<file path="config.mk">
export PLATFORM = sky130hd
export DESIGN_NAME = alu_seq
export DESIGN_NICKNAME = d
export VERILOG_FILES = /design/src/rtl/alu_seq.sv
export SDC_FILE = /design/constraint.sdc
export NUM_CORES = 1
export LEC_CHECK = 0
export CORE_MARGIN = 3
export CORE_UTILIZATION = 55
export DETAILED_ROUTE_END_ITERATION = 8
export MAX_ROUTING_LAYER = met4
export PLACE_DENSITY = 0.78
export SLEW_MARGIN = 10
export SYNTH_ARGS = -nofsm -noshare
export SYNTH_HDL_FRONTEND = slang
export SYNTH_SLANG_ARGS = --single-unit
</file>
<file path="constraint.sdc">
create_clock -name Clock -period 5.2 [get_ports Clock]
set_input_delay 0.52 -clock Clock [delete_from_list [all_inputs] [get_ports Clock]]
set_output_delay 0.52 -clock Clock [all_outputs]
set_load 0.005 [all_outputs]
</file>
<file path="src/rtl/alu_seq.sv">
// rtl/alu_seq.sv - registered N-bit ALU with start/busy/done handshake and shift-add multiplier
// Optional feature macro: ALU_ACC_EN (UseAcc selects ALUOut[N-1:0] as operand B).
module alu_seq #(
  parameter int N = 4
) (
  input  logic           Clock,
  input  logic           Reset,
  input  logic           Start,
  input  logic [2:0]     Function,
  input  logic [N-1:0]   A,
  input  logic [N-1:0]   B,
  input  logic           UseAcc,
  output logic [2*N-1:0] ALUOut,
  output logic           Busy,
  output logic           Done
);

  localparam int CW = (N > 2) ? $clog2(N) : 1;
  localparam logic [CW-1:0] LAST = CW'(N - 1);

  typedef enum logic {IDLE, MUL} state_t;

  state_t         state, next_state;
  logic [CW-1:0]  cnt;
  logic [2*N-1:0] mcand, prod, prod_next, res;
  logic [N-1:0]   mplier, bop;
  logic           accept, mul_last;

`ifdef ALU_ACC_EN
  assign bop = UseAcc ? ALUOut[N-1:0] : B;
`else
  logic unused_use_acc;
  assign unused_use_acc = UseAcc;
  assign bop = B;
`endif

  assign accept    = Start && (state == IDLE);
  assign mul_last  = (state == MUL) && (cnt == LAST);
  assign prod_next = prod + (mplier[0] ? mcand : '0);
  assign Busy      = (state == MUL);

  always_comb begin
    res = '0;
    case (Function)
      3'b000: res = {{(N-1){1'b0}}, ({1'b0, A} + {1'b0, bop})};
      3'b001: res = {{(2*N-1){1'b0}}, |{A, bop}};
      3'b010: res = {{(2*N-1){1'b0}}, &{A, bop}};
      3'b011: res = {A, bop};
      3'b100: res = '0;
      3'b101: res = {{N{1'b0}}, bop} << A;
      3'b110: res = {A, bop} >> bop;
      3'b111: res = '0;
    endcase
  end

  always_ff @(posedge Clock or posedge Reset) begin
    if (Reset) state <= IDLE;
    else       state <= next_state;
  end

  always_comb begin
    next_state = state;
    case (state)
      IDLE: if (accept && Function == 3'b100) next_state = MUL;
      MUL:  if (mul_last) next_state = IDLE;
    endcase
  end

  always_ff @(posedge Clock or posedge Reset) begin
    if (Reset) begin
      ALUOut <= '0;
      Done   <= 1'b0;
      cnt    <= '0;
      mcand  <= '0;
      mplier <= '0;
      prod   <= '0;
    end else begin
      Done <= 1'b0;
      if (accept) begin
        if (Function == 3'b100) begin
          mcand  <= {{N{1'b0}}, A};
          mplier <= bop;
          prod   <= '0;
          cnt    <= '0;
        end else begin
          ALUOut <= res;
          Done   <= 1'b1;
        end
      end else if (state == MUL) begin
        // One multiplier bit per cycle; the final edge commits the accumulated product.
        prod   <= prod_next;
        mcand  <= mcand << 1;
        mplier <= mplier >> 1;
        cnt    <= cnt + 1'b1;
        if (mul_last) begin
          ALUOut <= prod_next;
          Done   <= 1'b1;
        end
      end
    end
  end

endmodule

</file>
Word level (Yosys, flattened, before mapping)
Cells that the tools add are included.

Word-level logic and storage cells: 58. Memories kept: 0. ROM bits: 0. RAM bits: 0. Output and inout bits: 10. Register bits: 32. Input port bits: 15. Bits in latches: 0.

Shift operators: 2. Reductions and logical operators: 10. Divide/modulo/power cells: 0. Magnitude comparators: 0. Add/sub/neg operators: 3. Multiply operators: 0. Multiplexer cells: 25. Equality and inequality tests: 10. Bitwise logic cells: 1.

Operator list (number): 8-bit 2-to-1 mux (11); 8-bit one-hot mux with 7 select lines (1); 3-bit equality test, second input constant (4); 4-bit 2-to-1 mux (3); 8-bit adder (1); 8-bit AND reduction (1); 8-bit OR reduction (1); 4-bit by 4-bit << shifter with 8-bit output (1); 8-bit by 4-bit >> shifter with 8-bit output (1); 3-bit by 2-bit equality test with 1-bit output, second input constant (2); 1-bit 2-to-1 mux (6); 2-bit 2-to-1 mux (3); 4-bit by 4-bit adder with 5-bit output (1); 2-bit nonzero test (2); 3-bit by 1-bit equality test with 1-bit output, second input constant (1); 1-bit logical AND (3); 3-bit logical NOT (1); 3-bit AND reduction (1); 2-bit by 1-bit adder with 2-bit output, second input constant (1); 2-bit equality test, second input constant (1); 2-bit by 1-bit inequality test with 1-bit output, second input constant (1); 2-bit inequality test, second input constant (1); 1-bit one-hot mux with 2 select lines (1); 2-bit AND reduction (1); 1-bit inverter (1).

Logic depth before layout (Yosys ltp)
Depth after elaboration: 5. Mapped depth: 9.

Worst setup path before layout
OpenSTA, ideal clock, no wires.

Path kind: reg2reg. Start: register mplier[0]. End: register prod[6]. Arrival time: 2.014 ns. Stages on the path, launching flop included: 10. Library setup time: 0.128 ns. Buffers on the path: 0. Setup slack: 3.058 ns. Cell sequence: dfrtp_1 -> and2_1 -> ha_1 -> fa_1 -> a21o_1 -> a21oi_1 -> o21bai_1 -> a21oi_1 -> xor2_1 -> o22ai_1.

Longest elaborated chain between the ends: 4.

Ends and longest elaborated chain: from (decl) (RTL line 26) `logic [N-1:0] mplier, bop;`; from (signal assigned) (RTL line 82) `mplier <= bop;`; from (signal assigned) (RTL line 93) `mplier <= mplier >> 1;`; 8-bit 2-to-1 mux (RTL line 39) `assign prod_next = prod + (mplier[0] ? mcand : '0);`; 8-bit adder (RTL line 39); 8-bit 2-to-1 mux (RTL line 89) `end else if (state == MUL) begin`; 8-bit 2-to-1 mux (RTL line 79) `if (accept) begin`; to (signal assigned) (RTL line 91) `prod <= prod_next;`; to (decl) (RTL line 25) `logic [2*N-1:0] mcand, prod, prod_next, res;`.

Every way passes these cells. The select of a mux whose other input is x is not followed. A chain may end at the register's enable or synchronous reset.

Worst setup path after layout
Start: input Function[0]. End: register prod[2].

Longest elaborated chain between the ends: 3.

Ends and longest elaborated chain: from (decl) (RTL line 9) `input logic [2:0] Function,`; 3-bit equality test (RTL line 80) `if (Function == 3'b100) begin`; 2-bit by 1-bit inequality test with 1-bit output (no line); 2-bit AND reduction (no line).

Every way passes these cells.

==> reports/metrics.cfg <==
[placement]
dp_slack_ns=2.24
place.gp.congestion=0.966
portBuffers=23
place_hpwl_mm=4.01

[yosys]
synth_area_um2=2390
synth_cells=281
synth_edf_count=0
netlist.area_leader.share=0.335
synth_nets=311
synth_area_per_cell_um2=8.50
ys_seq_elements=32
yosys-top-cells-area=dfrtp_1, nand2_1, ha_1
async_reset_ff_frac=1.00
synth-main-ff-cell=dfrtp_1
ys_types=54
yosysWarnings=0
yosysSeqAreaShare=0.335
synth_top_area_cell=dfrtp_1

[setup_path]
cp.arrival_ns=2.83
worstPathMaxFanout=16
endpoint_kind=flop
crit_type=in2reg
ff2ff_setup_slack_ns=2.57
r2r_end=prod[2]$_DFFE_PP0P_
r2r_start=Busy$_DFF_PP0_
crit_chain=clkdlybuf4s50_1, nor2_1, nand3_1, a31o_2
crit_required_ns=5.37
crit_start=Function[0]
cp_slowest_cell=nor2_1
rr_worst_depth=3
critPathCapture=prod[2]$_DFFE_PP0P_
critPathMaxStageDelay_ns=0.64
cp-start-kind=input pin

[cts]
clockBufferDepth=2
cts_root_buffer=clkbuf_8
cts.sinks=32
numCtsBuffers=5
clk_latency_ns=0.28
cts_tree=built
post_cts_buffers=0
clk_pin_slew_worst_paths_ns=0.06
cts.htree.levels=2
post_cts_resized=0
hold_buffers=0

[routing]
drc=0
drt-pass1-iter-count=4
totalWireLength_mm=5.47
detail-route-antenna-nets=0
viasPerCell=6.01
drtIter0Drc=157
wire_per_inst_um=15.8
num_vias=2085

[outcome]
status=finished clean

[finish]
final_cell_mix=nand2_1, dfrtp_1, o21ai_0
drive_above_1_share=0.0640
nets=326
final_common_cell=nand2_1
nFillCells=368
multiInputGateArea_um2=1470
final_util=0.660
syn2layout_area_growth_pct=12.9
seq_area_um2=801
antennaDiodeCount=0

[sta]
max_freq_mhz=377
slew_viol_final=0
fin_ws_ns=2.54
rsz0062_at_grt=false
hold_slack_ns=0.486
period_needed_ns=2.66
skew_ns=0.00173
fin_tns_setup_ns=0
period_share=0.511
relSlewSlack=0.474
setup_viol=0
worstMarginPinSlew_ns=0.788
hold_viol=0

[floorplan]
core-area_um2=4090
start_util=0.585
die_width_um=71.9
ioPinCount=25
dieArea_um2=5170
row_count=23
die_h_um=71.9

[worst_hold_path]
hold_path.class=reg2reg
worstHoldStart=mplier[2]$_DFFE_PP0P_

[global_routing]
grt.overflow.total=0
grt_max_degree=33
grtUsageTotal=0.235
grt_pass1_wl_mm=9.38
antenna_found_initial=0
grt_pass1_vias=1972

[pwr]
pwr_density_cell_nw_per_um2=396
power_leakage_nw=1.22
peakVddDrop_uv=289

[job]
drv_cap=0

[area by class of cell]
type | instances | share of cell area
Tap cell | 50 | 0.0232
Multi-Input combinational cell | 222 | 0.543
Inverter | 11 | 0.0153
Sequential cell | 32 | 0.297
Clock buffer | 8 | 0.0334
Timing Repair Buffer | 24 | 0.0881
[cell families (layout without fill, tap and decap cells)]
| logic type | Yosys count | count (layout) | share of synthesized area |
|---|---|---|---|
| xor gates and xnor gates | 8 | 8 | 0.0293 |
| and+or+nand+nor | 104 | 104 | 0.223 |
| muxes | 12 | 12 | 0.0545 |
| adders and majority gates | 15 | 15 | 0.0848 |
| buffers and inverters | 27 | 43 | 0.0518 |
| AOI/OAI and AO/OA | 83 | 83 | 0.221 |
| DFF | 32 | 32 | 0.335 |
[worst min-delay path by stage]
stage                                  endpoint  depth (start not counted)  slack [ns]
final                     mplier[2]$_DFFE_PP0P_                          2        0.49
after global routing      ALUOut[3]$_DFFE_PP0P_                          1        0.50
after global placement    mplier[2]$_DFFE_PP0P_                          2        0.47
after detailed placement  mplier[2]$_DFFE_PP0P_                          2        0.47
after CTS                 mplier[2]$_DFFE_PP0P_                          2        0.49
after floorplan           mplier[2]$_DFFE_PP0P_                          2        0.45
[per-stage QoR]
| stage | power (W) | cells | cell area [um^2] |
|---|---|---|---|
| 2_1_floorplan | 0.000723 | 281 | 2390 |
| 3_3_place_gp | 0.000862 | 339 | 2610 |
| 3_5_place_dp | 0.000878 | 339 | 2610 |
| 4_1_cts | 0.00108 | 347 | 2700 |
| 5_1_grt | 0.00116 | 347 | 2700 |
| 6_report | 0.00107 | 347 | 2700 |
[registers in the layout, summed over array words and instances, names as in the netlist]
register and count:
cnt 2, Done 1, mcand 8, ALUOut 8, prod 8, Busy 1, mplier 4
[worst max-delay path, delay by kind of cell]
family                 cells  cell delay, ns
AND/OR/NAND/NOR            2            1.27
AO/OA/AOI/OAI              1            0.45
buffers and inverters      1            0.58
[routing by layer]
metal  global-route usage  routed length (um)
met4               0.0313                   0
met1                0.335                2700
met5                    -                   0
met2                0.359                2490
met3               0.0429                 279
[cell usage after synthesis (all sizes together), types with 5 or more instances]
cell    count
nand2      47
o21ai      33
dfrtp      32
a21oi      18
nor2       16
ha         13
buf        11
inv        10
mux2i      10
nand3      10
and2        8
a21o        5
clkbuf      5
nor2b       5
[report_power, final]
part	internal [W]	switching, W
sequential	0.000349	0.0000878
clock	0.000108	0.0000874
combinational	0.000202	0.000235
total	0.000658	0.000410
Note: power is estimated with default switching activity, not from simulation.
